## src/rtl/hcms_frame_sequencer.sv

```systemverilog
// -----------------------------------------------------------------------------
// hcms_frame_sequencer
//
// Purpose:
//   Sequences an HCMS-style dot-matrix display through the steps below:
//     1. Holds display reset after power-up or host reset.
//     2. Sends two control words.
//     3. Refreshes the display with a frame of column bytes whenever the host
//        has written new data into the internal column buffer.
//   Bytes are handed to an external serial stage with a four-phase
//     DATA_LOAD / READY handshake.
//
// Parameters:
//   RESET_CYCLES : clocks DS_RESET stays high after reset release
//   CTRL_W1      : first control byte sent after reset
//   CTRL_W0      : second control byte sent after reset
//   NUM_BYTES    : column bytes per frame (at most 32, addressed by WR_ADDR)
//
// Ports:
//   CLK_i      in   system clock, rising edge
//   RST_N_i    in   asynchronous active-low reset
//   WR_EN      in   host write strobe, one byte per cycle
//   WR_ADDR    in   column buffer address [4:0]
//   WR_DATA    in   column byte [7:0] (bit 7 stored but unused by display)
//   READY      in   serial stage byte-done status
//   DATA_o     out  byte to serial stage [7:0]
//   DATA_LOAD  out  byte-load request to serial stage
//   CMD        out  register select: 1 = control word, 0 = dot data
//   DS_RESET   out  display reset request
//   BUSY       out  high whenever the sequencer is not idle
//   FRAME_DONE out  one-cycle pulse after the last byte of a frame
// -----------------------------------------------------------------------------
module hcms_frame_sequencer #(
    parameter int         RESET_CYCLES = 16,
    parameter logic [7:0] CTRL_W1      = 8'h81,
    parameter logic [7:0] CTRL_W0      = 8'h79,
    parameter int         NUM_BYTES    = 20
) (
    input  logic       CLK_i,
    input  logic       RST_N_i,
    input  logic       WR_EN,
    input  logic [4:0] WR_ADDR,
    input  logic [7:0] WR_DATA,
    input  logic       READY,
    output logic [7:0] DATA_o,
    output logic       DATA_LOAD,
    output logic       CMD,
    output logic       DS_RESET,
    output logic       BUSY,
    output logic       FRAME_DONE
);

    localparam int             RCW         = (RESET_CYCLES > 1) ? $clog2(RESET_CYCLES) : 1;
    localparam logic [RCW-1:0] RST_LAST    = RCW'(RESET_CYCLES - 1);
    localparam logic [4:0]     LAST_IDX    = 5'(NUM_BYTES - 1);
    localparam logic [5:0]     NUM_BYTES_W = 6'(NUM_BYTES);

    typedef enum logic [2:0] {
        ST_RST_HOLD = 3'd0,
        ST_INIT_W1  = 3'd1,
        ST_INIT_W0  = 3'd2,
        ST_IDLE     = 3'd3,
        ST_FRAME    = 3'd4
    } state_e;

    state_e         state_q;
    logic [RCW-1:0] rst_cnt_q;
    logic [4:0]     index_q;
    logic           phase_b_q;
    logic           dirty_q;
    logic [7:0]     data_q;
    logic           load_q;
    logic           cmd_q;
    logic           ds_reset_q;
    logic           busy_q;
    logic           frame_done_q;
    logic [7:0]     col_q [NUM_BYTES];

    logic           wr_accept_s;
    logic           sending_s;
    logic           phase_a_ack_s;
    logic           byte_done_s;
    logic [7:0]     next_col_s;

    // Decode host write acceptance and handshake progress for the byte in flight.
    always_comb begin
        wr_accept_s   = 1'b0;
        sending_s     = 1'b0;
        phase_a_ack_s = 1'b0;
        byte_done_s   = 1'b0;
        if (WR_EN && ({1'b0, WR_ADDR} < NUM_BYTES_W)) begin
            wr_accept_s = 1'b1;
        end else begin
            wr_accept_s = 1'b0;
        end
        if ((state_q == ST_INIT_W1) || (state_q == ST_INIT_W0) || (state_q == ST_FRAME)) begin
            sending_s = 1'b1;
        end else begin
            sending_s = 1'b0;
        end
        // Phase A ends when the serial stage reports READY; phase B ends
        // (byte complete) once READY has dropped again.
        if (sending_s && !phase_b_q && READY) begin
            phase_a_ack_s = 1'b1;
        end else begin
            phase_a_ack_s = 1'b0;
        end
        if (sending_s && phase_b_q && !READY) begin
            byte_done_s = 1'b1;
        end else begin
            byte_done_s = 1'b0;
        end
    end

    // Look ahead to the next column byte; guarded so the index never leaves the buffer.
    always_comb begin
        next_col_s = 8'h00;
        if (index_q < LAST_IDX) begin
            next_col_s = col_q[index_q + 5'd1];
        end else begin
            next_col_s = 8'h00;
        end
    end

    // Column buffer: host writes land in any state; out-of-range addresses are dropped.
    always_ff @(posedge CLK_i or negedge RST_N_i) begin
        if (!RST_N_i) begin
            for (int i = 0; i < NUM_BYTES; i++) begin
                col_q[i] <= 8'h00;
            end
        end else if (wr_accept_s) begin
            col_q[WR_ADDR] <= WR_DATA;
        end
    end

    // Sequencer FSM with registered handshake, reset and status outputs.
    always_ff @(posedge CLK_i or negedge RST_N_i) begin
        if (!RST_N_i) begin
            state_q      <= ST_RST_HOLD;
            rst_cnt_q    <= '0;
            index_q      <= 5'd0;
            phase_b_q    <= 1'b0;
            dirty_q      <= 1'b1;
            data_q       <= 8'h00;
            load_q       <= 1'b0;
            cmd_q        <= 1'b0;
            ds_reset_q   <= 1'b1;
            busy_q       <= 1'b1;
            frame_done_q <= 1'b0;
        end else begin
            frame_done_q <= 1'b0;

            if (wr_accept_s) begin
                dirty_q <= 1'b1;
            end

            // Common phase-A exit: drop the load request and wait for READY low.
            if (phase_a_ack_s) begin
                load_q    <= 1'b0;
                phase_b_q <= 1'b1;
            end

            case (state_q)
                ST_RST_HOLD: begin
                    if (rst_cnt_q == RST_LAST) begin
                        state_q    <= ST_INIT_W1;
                        ds_reset_q <= 1'b0;
                        data_q     <= CTRL_W1;
                        cmd_q      <= 1'b1;
                        load_q     <= 1'b1;
                        phase_b_q  <= 1'b0;
                    end else begin
                        rst_cnt_q <= rst_cnt_q + RCW'(1);
                    end
                end

                ST_INIT_W1: begin
                    if (byte_done_s) begin
                        state_q   <= ST_INIT_W0;
                        data_q    <= CTRL_W0;
                        cmd_q     <= 1'b1;
                        load_q    <= 1'b1;
                        phase_b_q <= 1'b0;
                    end
                end

                ST_INIT_W0: begin
                    if (byte_done_s) begin
                        state_q   <= ST_IDLE;
                        busy_q    <= 1'b0;
                        cmd_q     <= 1'b0;
                        phase_b_q <= 1'b0;
                    end
                end

                ST_IDLE: begin
                    // Start only once the host strobe is quiet, so a burst of
                    // back-to-back writes is shown in a single frame.
                    if (dirty_q && !WR_EN) begin
                        dirty_q   <= 1'b0;
                        index_q   <= 5'd0;
                        state_q   <= ST_FRAME;
                        busy_q    <= 1'b1;
                        data_q    <= col_q[0];
                        cmd_q     <= 1'b0;
                        load_q    <= 1'b1;
                        phase_b_q <= 1'b0;
                    end
                end

                ST_FRAME: begin
                    if (byte_done_s) begin
                        phase_b_q <= 1'b0;
                        if (index_q == LAST_IDX) begin
                            state_q      <= ST_IDLE;
                            busy_q       <= 1'b0;
                            frame_done_q <= 1'b1;
                            index_q      <= 5'd0;
                        end else begin
                            // Byte value is latched here, at its phase-A start.
                            index_q <= index_q + 5'd1;
                            data_q  <= next_col_s;
                            load_q  <= 1'b1;
                        end
                    end
                end

                default: begin
                    state_q    <= ST_RST_HOLD;
                    rst_cnt_q  <= '0;
                    index_q    <= 5'd0;
                    phase_b_q  <= 1'b0;
                    load_q     <= 1'b0;
                    ds_reset_q <= 1'b1;
                    busy_q     <= 1'b1;
                end
            endcase
        end
    end

    assign DATA_o     = data_q;
    assign DATA_LOAD  = load_q;
    assign CMD        = cmd_q;
    assign DS_RESET   = ds_reset_q;
    assign BUSY       = busy_q;
    assign FRAME_DONE = frame_done_q;

endmodule

```

## config.mk

```make
export PLATFORM = sky130hd
export DESIGN_NAME = hcms_frame_sequencer
export DESIGN_NICKNAME = d
export VERILOG_FILES = /design/src/rtl/hcms_frame_sequencer.sv
export SDC_FILE = /design/constraint.sdc
export NUM_CORES = 1
export LEC_CHECK = 0
export CAP_MARGIN = 20
export CORE_ASPECT_RATIO = 1.2
export CORE_UTILIZATION = 55
export CTS_BUF_LIST = sky130_fd_sc_hd__clkbuf_8
export CTS_CLUSTER_DIAMETER = 100
export CTS_CLUSTER_SIZE = 25
export DETAILED_ROUTE_END_ITERATION = 10
export GPL_TIMING_DRIVEN = 0
export PLACE_DENSITY = 0.73
export SLEW_MARGIN = 10
export SYNTH_ARGS = -nofsm -noshare
export SYNTH_HDL_FRONTEND = slang
export SYNTH_SLANG_ARGS = --single-unit
```

## constraint.sdc

```tcl
create_clock -name CLK_i -period 6.82 [get_ports CLK_i]
set_clock_uncertainty 0.15 [all_clocks]
set_input_delay 2.046 -clock CLK_i [delete_from_list [all_inputs] [get_ports CLK_i]]
set_output_delay 2.046 -clock CLK_i [all_outputs]
set_load 0.1 [all_outputs]
```

# == Word-level counts from Yosys, hierarchy flattened ==
# Cells that the tools add are included.
# totals
reg_bits,187
inputBits,17
output_inout_bits,13
# op_classes
add_sub_neg,2
magnitude_cmp,5
n_eq_ne,14
mux,59
bitwise,5
reduce_logical,26
# op_table
cell,n
160-bit bitwise mux,1
8-bit 2-to-1 mux,9
8-bit binary-select mux with 5-bit select,1
8-bit demux with 5-bit select,1
8-bit case mux with 4 select lines,1
1-bit 2-to-1 mux,28
3-bit 2-to-1 mux,6
5-bit 2-to-1 mux,3
3-bit case mux with 5 select lines,1
5-bit case mux with 3 select lines,1
"2-bit inequality test, second input constant",7
"6-bit greater-or-equal comparator, second input constant",2
5-bit NOT with 6-bit output,2
6-bit AND reduction,2
"5-bit less-than comparator, second input constant",2
5-bit AND reduction,2
1-bit case mux with 4 select lines,2
4-bit case mux with 2 select lines,1
4-bit nonzero test,2
1-bit logical AND,7
"3-bit by 2-bit == test with 1-bit output, second input constant",2
"6-bit by 1-bit less-than comparator with 1-bit output, second input constant",1
3-bit OR reduction,2
"5-bit by 1-bit adder with 5-bit output, second input constant",1
18 further kinds,24

# == Longest topological paths before layout ==
# Gate-level depths: netlist of run 1.
# depth
ltp_word,11
depth_mapped,9
ltp_nobuf,6

# == Worst setup path before layout of run 1 ==
# No wires, ideal clock.
# synth_path
path_kind,input to register
from,in READY
to,"reg data_q[7], in the netlist DATA_o[7]"
t_arrival_ns,3.284
path_slack_ns,3.251
path_stages,5
path_buffers,0
cell_sequence,or3b_1 -> a21oi_1 -> o22ai_1 -> a2111oi_0 -> nor3_1
# synth_via
elab_chain_cells,5
# synth_rtl
item,line_no,text
from (decl),44,"input logic READY,"
1-bit logical NOT (*),108,if (sending_s && phase_b_q && !READY) begin
1-bit logical AND (*),108,
1-bit 2-to-1 mux (*),108,
2-bit inequality test (no line),n/a,
6-bit AND reduction (no line) (*),n/a,
to (signal assigned),204,data_q <= col_q[0];
to (signal assigned),222,data_q <= next_col_s;
to (decl),71,logic [7:0] data_q;
# Mark *: on every way between the ends. The rest lies on a longest branch, timed or not.
# A chain may end at the register's enable or synchronous reset.

# == Final worst setup path of run 1 ==
# layout_path
from,"reg busy_q, in the netlist BUSY"
to,out BUSY
# layout_rtl
item,line_no,text
from (decl),75,logic busy_q;
from (signal assigned),148,busy_q <= 1'b1;
from (signal assigned),190,busy_q <= 1'b0;
from (signal assigned),203,busy_q <= 1'b1;
to (decl),49,"output logic BUSY,"
# No word-level cell between the ends.

==> results of run 1 <==
-- flip-flops by register name, summed over array words and instances, names as in the netlist, 3 cells and up --
register / flops
DATA_o: 8
col_q: 160
index_q: 5
rst_cnt_q: 4
state_q: 3
-- routing by layer --
layer,share of wire,global-route usage
met3,0.043,0.0516
met1,0.42,0.347
met5,0,0
met4,0.041,0.132
met2,0.49,0.448
-- cells in the mapped netlist (5+ instances only) --
cell,instances,share of area
a21oi_1,19,0.010
a221o_1,6,0.0066
buf_2,10,0.0055
buf_6,5,0.0062
clkbuf_1,26,0.011
dfrtp_1,184,0.50
mux2_2,166,0.20
mux2i_1,13,0.014
mux4_2,36,0.089
nand2_1,35,0.014
nand2b_1,8,0.0055
nand3_1,7,0.0038
nand3b_1,5,0.0041
nor2_1,25,0.010
nor2b_1,10,0.0068
nor3_1,8,0.0044
o21ai_0,11,0.0060
o21ai_1,5,0.0027
-- power by group --
group	total (µW)	internal (µW)	switching, µW
Combinational	1400	604	795
Clock	800	382	419
Sequential	1510	1360	152
-- cell type report --
cell class	count	share of cell area
flip-flops and latches	187	0.465
inverters	3	0.00112
well taps	212	0.0263
clock inverters	14	0.0180
plain buffers	46	0.0256
repair buffers	20	0.0221
multi-input cells	432	0.417
clock buffers	18	0.0246
-- cell families (layout without fill, tap and decap cells) --
family / count (synthesis) / in the layout / synth area share
compound gates: 87 / 87 / 0.0716
xor+xnor: 5 / 5 / 0.00684
fa+ha+maj: 2 / 2 / 0.00273
buf+inv: 49 / 101 / 0.0294
flops: 187 / 187 / 0.512
mux: 215 / 215 / 0.307
simple gates: 123 / 123 / 0.0708
-- path summary, 6_finish.rpt --
check	startpoint	end	slack [ns]	cells past startpoint
min in group asynchronous	RST_N_i	rst_cnt_q[0]	1.42	1
min	col_q[69]	col_q[69]	0.36	1
min reg2reg	col_q[69]	col_q[69]	0.36	1
max in group asynchronous	RST_N_i	col_q[93]	4.22	2
max	BUSY	BUSY	2.46	1
max reg2reg	index_q[1]	DATA_o[7]	3.39	8
-- cells in the final DEF, fill, tap and decap left out, types with 10 or more instances in the layout --
master / count
mux4_2: 36
dfrtp_1: 184
a21oi_1: 19
buf_2: 10
mux2_2: 166
nor2b_1: 10
clkbuf_8: 18
nor2_1: 25
o21ai_0: 11
clkdlybuf4s50_1: 18
mux2i_1: 13
clkbuf_1: 26
nand2_1: 35
-- metrics by stage --
stage | instance area [µm²] | hold slack [ns] | worst slack, ns | cells
2_1_floorplan | 9150 | 0.324 | 3.25 | 668
3_3_place_gp | 9610 | 0.331 | -3.62 | 899
3_5_place_dp | 9640 | 0.342 | 2.31 | 900
4_1_cts | 10100 | 0.363 | 2.44 | 932
5_1_grt | 10100 | 0.373 | 2.41 | 932
6_report | 10100 | 0.361 | 2.46 | 932
==> summary.md, run 1 <==
| Metric | Value |
|---|---|
| Status | `complete, no violations` |
| Register area share after synthesis | `0.512` |
| Pwr Density | `roughly 370 nW/µm²` |
| Resized cells post-CTS | `0` |
| Critical Setup Path Class | `reg -> out` |
| Worst-Skew Late Latency | `~0.48 ns` |
| Count of buffer and inverter cells on the critical path | `1` |
| Slowest stage delay, CP | `approximately 1.1 ns` |
| GRT Util Overall | `0.271` |
| Filler cell count | `between 1000 and 1500` |
| Max_cap viols | `0` |
| Crit path arrival time | `about 2.2 ns` |
| Root Driver | `clkbuf_8` |
| Crit path launch type | `flip-flop` |
| CTS tree | `yes` |
| Multi-input logic area | `4200 µm²` |
| Detail Route Antenna Nets | `0` |
| Max frequency | `229 MHz` |
| Avg WL per Cell | `around 23 µm` |
| Minimum clock period | `about 4.4 ns` |
| Initial DRC count | `453` |
| Number of global-route vias before repair | `between 6000 and 7000` |
| CTS Sinks | `187` |
| Pin count of the biggest net entering global routing | `96` |
| Slew headroom | `0.277` |
| Largest delay contributor family on the critical path | `buffers and inverters` |
| CORE AREA | `16300 µm²` |
| # rows | `51` |
| Register area | `4680 µm²` |
| Final setup viols | `0` |
| Leakage | `0.00432 µW` |
| Tcrit/Tclk final | `0.639` |
| Util after Layout | `0.619` |
| First-pass GRT wire length | `about 34 mm` |
| Starting density of the core | `0.563` |
| Chip width | `~120 µm` |
| Mapped Nets | `a little under 700` |
| Gate Count Post-Synth | `roughly 670` |
| Post CTS Setup Buffer Count | `0` |
| Total number of vias | `5931` |
| Ratio of cells with drive above 1 in the final layout | `0.378` |
| Final #Nets | `about 730` |
| YS warnings | `0` |
| Pre-Repair DR Iteration Count | `4` |
| N_diodes | `0` |
| Final hold violation count | `0` |
| Yosys cell types | `70` |
| Pins Over Slew Limit | `0` |
| CTS Buf Count | `17` |
| Post-synthesis register bit count | `roughly 190` |
| Die area | `about 17000 µm²` |
| Tot Pwr | `around 3700 µW` |
| Vias per Instance | `~6.4` |
| Post-synth EDFFs | `0` |
| Worst-margin pin slew | `about 1.1 ns` |
| Critical path peak fanout | `2` |
| Max VDD drop | `between 0.15 and 0.2 mV` |
| Mapped cell area | `around 9200 µm²` |
| DP HPWL | `15.3 mm` |
| Post-CTS Hold Buffers | `0` |
| GP Congestion | `approximately 0.88` |
| Slowest stage cell, crit path | `clkdlybuf4s50_1` |
| Die Ht | `between 100 and 150 µm` |
| CP Cell Sequence | `clkdlybuf4s50_1` |
| Dominant synthesized flop cell | `dfrtp_1` |
| Initial antenna violation count | `0` |
| Max clock buf depth | `2` |
| Io pins | `30` |
| Total wire length | `between 20 and 25 mm` |
| Area Overhead vs Synth | `10.0%` |
| I/O Buffers | `19` |
| Worst Hold Class | `reg -> reg` |
| RSZ-0062 raised after global routing | `false` |
| CTS clk-pin slew, worst paths | `about 0.10 ns` |
| Setup crit end kind | `output pin` |
| Final TNS setup | `0 ns` |
| Synth async-reset ratio | `1.00` |
| GRT overflow | `0` |
| DRC | `0` |
| Worst endpoint required time | `4.62 ns` |
| Avg Inst Size Synth | `around 14 µm²` |
| CTS HTree Levels | `4` |
Note: power is estimated with default switching activity, not from simulation.
==> run 2, diff against run 1 <==
==> constraint.sdc (replaced) <==
create_clock -name CLK_i -period 4.54 [get_ports CLK_i]
set_clock_uncertainty 0.15 [all_clocks]
set_input_delay 1.362 -clock CLK_i [delete_from_list [all_inputs] [get_ports CLK_i]]
set_output_delay 1.362 -clock CLK_i [all_outputs]
set_load 0.1 [all_outputs]
==> results of run 2 <==
The final DEF is identical to that of run 1. Status: complete, no violations.
Main changes from that run: setup slack after placement 2.31 ns -> 0.714 ns; setup slack after layout 2.46 ns -> 0.864 ns; register-to-register setup slack 3.39 ns -> 1.11 ns; total power 3710 µW -> 5570 µW; worst IR drop on VDD 0.178 mV -> 0.268 mV
==> RTL edit 1 (settings of run 1) <==
Reset style: synchronous (`RST_N_i`), changed in 2 clocked blocks. Comments in the files are not updated.
--- a/src/rtl/hcms_frame_sequencer.sv
+++ b/src/rtl/hcms_frame_sequencer.sv
@@ -124,5 +124,5 @@
 
     // Column buffer: host writes land in any state; out-of-range addresses are dropped.
-    always_ff @(posedge CLK_i or negedge RST_N_i) begin
+    always_ff @(posedge CLK_i) begin
         if (!RST_N_i) begin
             for (int i = 0; i < NUM_BYTES; i++) begin
@@ -135,5 +135,5 @@
 
     // Sequencer FSM with registered handshake, reset and status outputs.
-    always_ff @(posedge CLK_i or negedge RST_N_i) begin
+    always_ff @(posedge CLK_i) begin
         if (!RST_N_i) begin
             state_q      <= ST_RST_HOLD;
Behaviour: same outputs for any inputs over 10 cycles, from zero or initial values and one cycle with RST_N_i low; that may be too few to reach the edited logic, so the function may still have changed.
==> RTL edit 1 against run 1 <==
Worst setup slack got worse by 0.57 ns; maximum frequency is 12% lower; final area up 40%; count of clock-buffer cells in the layout down 3; sequential cell count grew 96; clock power down 6.3%; synthesized area rose by 39%; wire length up 35%; via count up 37%; total power shrank 4.3%; utilization up 0.42 points; critical endpoint is now col_q[0][0].
==> RTL edit 1: results (changes against run 1) <==
| Metric | Value |
|---|---|
| Initial DRC count | 800 (was 453) |
| # DRC | 0 (unchanged) |
| Least-Margin Pin Slew | 1.16 ns (was 1.08 ns) |
| Largest reg by FF count | col_q (unchanged) |
| Post_cts resized | 0 (unchanged) |
| Final WL | 29.3 mm (was 21.6 mm) |
| Max FFs per register | 256 (was 160) |
| Largest net degree at the start of global routing | 27 (was 96) |
| Synth unique cells | 58 (was 70) |
| Worst min path class | flop to flop (unchanged) |
| Met2 Usage GRT | 43.8% (was 44.8%) |
| Outcome | finished, final reports clean (unchanged) |
| Area after DPL | 13800 µm² (was 9640 µm²) |
| Vias | 8100 (was 5931) |
| YS warnings | 0 (unchanged) |
| Clock transition at path regs | 0.15 ns (was 0.10 ns) |
| Initial antenna violation count | 0 (unchanged) |
| Synth cell count leaders | 256 x edfxtp_1, 165 x and2_1, 86 x nand2_1 (was 184 x dfrtp_1, 166 x mux2_2, 36 x mux4_2) |
| I/O Buffers | 29 (was 19) |
| Cts bufs inserted | 15 (was 17) |
| Worst r2r path cells | 7 (was 8) |
| Async S/R FF share, synth | 0% (was 100%) |
| Met3 usage | 3.25% (was 5.16%) |
| Crit-path max cell delay | 0.81 ns (was 1.13 ns) |
| Nets | 1111 (was 726) |
| First-pass GRT wire length | 44.5 mm (was 34.1 mm) |
| Placed insts | 1385 (was 900) |
| # diodes | 0 (unchanged) |
| Share of layout cells above drive strength 1 | 8.72% (was 37.8%) |
| Hold path cells | 2 (was 1) |
| Final Wtd Congestion | 0.890 (was 0.885) |
| H-tree Lvls | 1 (was 4) |
| Total Routing Usage GR | 25.4% (was 27.1%) |
| Clock Latency Late Sink | 0.58 ns (was 0.48 ns) |
| Average wire per standard cell | 20.7 µm (was 23.2 µm) |
| Share of the yosys chip area belonging to registers | 64.6% (was 51.2%) |
| CTS root buffer | clkbuf_8 (unchanged) |
| Leakage power | 4.93 nW (was 4.32 nW) |
| EDFF count, synth | 256 (was 0) |
| Net Switching | 1.08 mW (was 1.37 mW) |
| M1 GR Usage | 33.0% (was 34.7%) |
| Worst vdd ir | 168 µV (was 178 µV) |
| Setup Buffers After CTS | 0 (unchanged) |
| Vias in the first global route | 7803 (was 6085) |
| DP Worst Slack | 1.41 ns (was 2.31 ns) |
| Hpwl dp | 20.4 mm (was 15.3 mm) |
| Synth Area per Inst | 13.5 µm² (was 13.7 µm²) |
| Cell at the slowest stage of the critical path | o21ai_1 (was clkdlybuf4s50_1) |
| Clk buf depth | 3 (was 2) |
| Critical Path Fanout Max | 10 (was 2) |
| Drt first pass iters | 5 (was 4) |
| Synth top area cells | edfxtp_1 60%, and2_1 8.1%, mux4_2 7.8% (was dfrtp_1 50%, mux2_2 20%, mux4_2 8.9%) |
| Synth Flop Type | edfxtp_1 (was dfrtp_1) |
## RTL edit 1: changes by cell type after synthesis, sizes merged, moves of 22 or more
cell,run 1,this run
edfxtp,0,256
dfrtp,184,0
mux2,166,1
and2,4,165
nand2,35,86
o21ai,16,45
nand3,7,35
dfxtp,0,27
nor2,25,47
## RTL edit 1: cell families (layout without fill, tap and decap cells)
group / after synthesis / after routing / synth area share (%)
DFF: 283 / 283 / 64.6
and+or+nand+nor: 396 / 396 / 16.6
xor gates and xnor gates: 5 / 5 / 0.403
other: 1 / 96 / 0.0295
muxes: 73 / 73 / 10.1
AOI/OAI and AO/OA: 114 / 114 / 5.74
adders and majority gates: 2 / 2 / 0.197
buffers and inverters: 70 / 132 / 2.30
## RTL edit 1: per-layer routing
metal  vias up  share of wire (%)
met4         0                3.4
li1       3687                  -
met5         -                  0
met3        57                7.2
met1      4012                 40
met2       344                 50
## RTL edit 1: layout make-up
cell class	instances	area, µm²
Timing Repair Buffer	36	335
Clock buffer	15	206
Fill cell	1787	8520
Multi-Input combinational cell	686	4570
Clock inverter	11	61.3
Sequential cell	283	8230
Buffer	60	255
Inverter	10	37.5
Tap cell	310	388
## RTL edit 1: power by group through the flow
stage / Sequential (mW) / Combinational, mW / Clock (mW)
2_1_floorplan: 2.26 / 0.368 / 0
3_3_place_gp: 2.11 / 0.704 / 0
3_5_place_dp: 2.12 / 0.716 / 0
4_1_cts: 2.08 / 0.719 / 0.755
5_1_grt: 2.09 / 0.781 / 0.809
6_report: 2.08 / 0.723 / 0.750
## RTL edit 1: final timing paths
kind | slack (ns) | start | to
worst min register to register | 0.34 | DATA_LOAD | DATA_LOAD
worst min-delay path | 0.34 | DATA_LOAD | DATA_LOAD
worst max register to register | 3.41 | index_q[1] | DATA_o[5]
worst max-delay path | 1.89 | WR_ADDR[2] | col_q[0][0]
## RTL edit 1: per-stage QoR
stage                     utilization, %  hold WS (ns)
after floorplan                        -         0.320
after global placement              60.9         0.321
after detailed placement            61.1         0.317
after CTS                           62.3         0.338
after global routing                62.3         0.397
final                               62.3         0.336
## RTL edit 1: critical path, delay by kind of cell
| family | cells | cell delay [ns] |
|---|---|---|
| AND/OR/NAND/NOR | 2 | 0.79 |
| AO/OA/AOI/OAI | 2 | 1.35 |
| buffers and inverters | 2 | 0.78 |
==> RTL edit 2 (flow settings as in run 1) <==
Without the edit above. The parameter `RESET_CYCLES` goes from 16 to 32.
--- a/src/rtl/hcms_frame_sequencer.sv
+++ b/src/rtl/hcms_frame_sequencer.sv
@@ -32,5 +32,5 @@
 // -----------------------------------------------------------------------------
 module hcms_frame_sequencer #(
-    parameter int         RESET_CYCLES = 16,
+    parameter int         RESET_CYCLES = 32,
     parameter logic [7:0] CTRL_W1      = 8'h81,
     parameter logic [7:0] CTRL_W0      = 8'h79,
Behaviour: no difference found for any inputs over 10 cycles, from zero or initial values and one cycle with RST_N_i low; that may be too few to reach the edited logic, so the function may still have changed.
==> RTL edit 2 against run 1 <==
Synthesized cell count fell by 1.9%; total power fell by 6.4%; sequential cell count rose by 1; wire length fell by 5.9%; worst setup slack improved by 0.025 ns; synthesized area fell by 1.9%; die area fell by 1.9%; final area fell by 1.9%; register-to-register slack improved by 0.42 ns.
==> RTL edit 2: results (changes against run 1) <==
| Metric | Value |
|---|---|
| Synthesized instance count | 655 (was 668) |
| Clock-cell share | 4.13% (was 4.26%) |
| Largest net degree at the start of global routing | 120 (was 96) |
| Non-clock buffers, area share | 4.41% (was 4.77%) |
| #MultiIn Comb | 419 (was 432) |
| Hpwl dp | 14.4 mm (was 15.3 mm) |
| Fill count | 1224 (was 1239) |
| Post-synthesis compound-gate area fraction | 6.37% (was 7.16%) |
| Die footprint | 16800 µm² (was 17200 µm²) |
| Worst vdd ir | 133 µV (was 178 µV) |
| Post-Synth XOR/XNOR Area | 0.585% (was 0.683%) |
| Total Routing Usage GR | 26.5% (was 27.1%) |
| Wl on met1 | 8.70 mm (was 9.14 mm) |
| Share of layout cells above drive strength 1 | 37.4% (was 37.8%) |
| Buffers, non-clock | 65 (was 66) |
| Met2 Usage GRT | 43.9% (was 44.8%) |
| DP Worst Slack | 2.26 ns (was 2.31 ns) |
| # diodes | 0 (unchanged) |
| Net Count, Synth | 675 (was 687) |
| Least-Margin Pin Slew | 1.03 ns (was 1.08 ns) |
| Cell area after layout | 9880 µm² (was 10100 µm²) |
| Met3 usage | 5.13% (was 5.16%) |
| Synth Area in Adders | 0.418% (was 0.273%) |
| Synth top area cells | dfrtp_1 52%, mux2_2 21%, mux4_2 10% (was dfrtp_1 50%, mux2_2 20%, mux4_2 8.9%) |
| Synth unique cells | 54 (was 70) |
| Clock sink count | 188 (was 187) |
| Outcome | finished, final reports clean (unchanged) |
| Multi-input combinational area share | 41.0% (was 41.7%) |
| Final WL | 20.3 mm (was 21.6 mm) |
| First-pass GRT wire length | 33.4 mm (was 34.1 mm) |
| Met3 wire len | 855 µm (was 938 µm) |
| Final Wtd Congestion | 1.01 (was 0.885) |
| Seq. cell area | 4710 µm² (was 4680 µm²) |
| Drt first pass iters | 5 (was 4) |
| I/O Buffers | 20 (was 19) |
| Synth cell count leaders | 185 x dfrtp_1, 167 x mux2_2, 40 x mux4_2 (was 184 x dfrtp_1, 166 x mux2_2, 36 x mux4_2) |
| Data arrival, critical path | 2.14 ns (was 2.16 ns) |
| Share of the yosys chip area belonging to registers | 52.5% (was 51.2%) |
| M1 GR Usage | 34.0% (was 34.7%) |
| Avg Vias per Cell | 6.20 (was 6.36) |
| Met2 routed WL | 10.2 mm (was 10.6 mm) |
| Final Non-Filler Cells | 916 (was 932) |
| Leakage power | 4.28 nW (was 4.32 nW) |
| Vias in the first global route | 6119 (was 6085) |
| Invs w/o clock | 4 (was 3) |
[RTL edit 2: changes by cell type in the layout (fill, tap and decap cells not counted), sizes merged, moves of 5 or more]
| cell | change |
|---|---|
| nor2b | -7 |
| buf | -8 |
| clkbuf | +6 |
| o31ai | +8 |
| o21ai | +5 |
| o221ai | +7 |
| mux2i | -11 |
| a221o | -6 |
| nor2 | +6 |
| a21oi | +9 |
[RTL edit 2: final timing paths]
path / startpoint / endpoint / slack [ns] / cells past startpoint
worst max-delay path: DS_RESET / DS_RESET / 2.49 / 1
worst min register to register: col_q[102] / col_q[102] / 0.36 / 1
min in group asynchronous: RST_N_i / col_q[126] / 1.37 / 1
worst max register to register: index_q[1] / DATA_o[6] / 3.81 / 6
worst min-delay path: col_q[102] / col_q[102] / 0.36 / 1
max in group asynchronous: RST_N_i / col_q[52] / 4.18 / 2
[RTL edit 2: power breakdown]
part | internal [mW] | total, mW | switching, mW
clock | 0.343 | 0.751 | 0.408
combinational | 0.516 | 1.21 | 0.692
sequential | 1.36 | 1.51 | 0.148
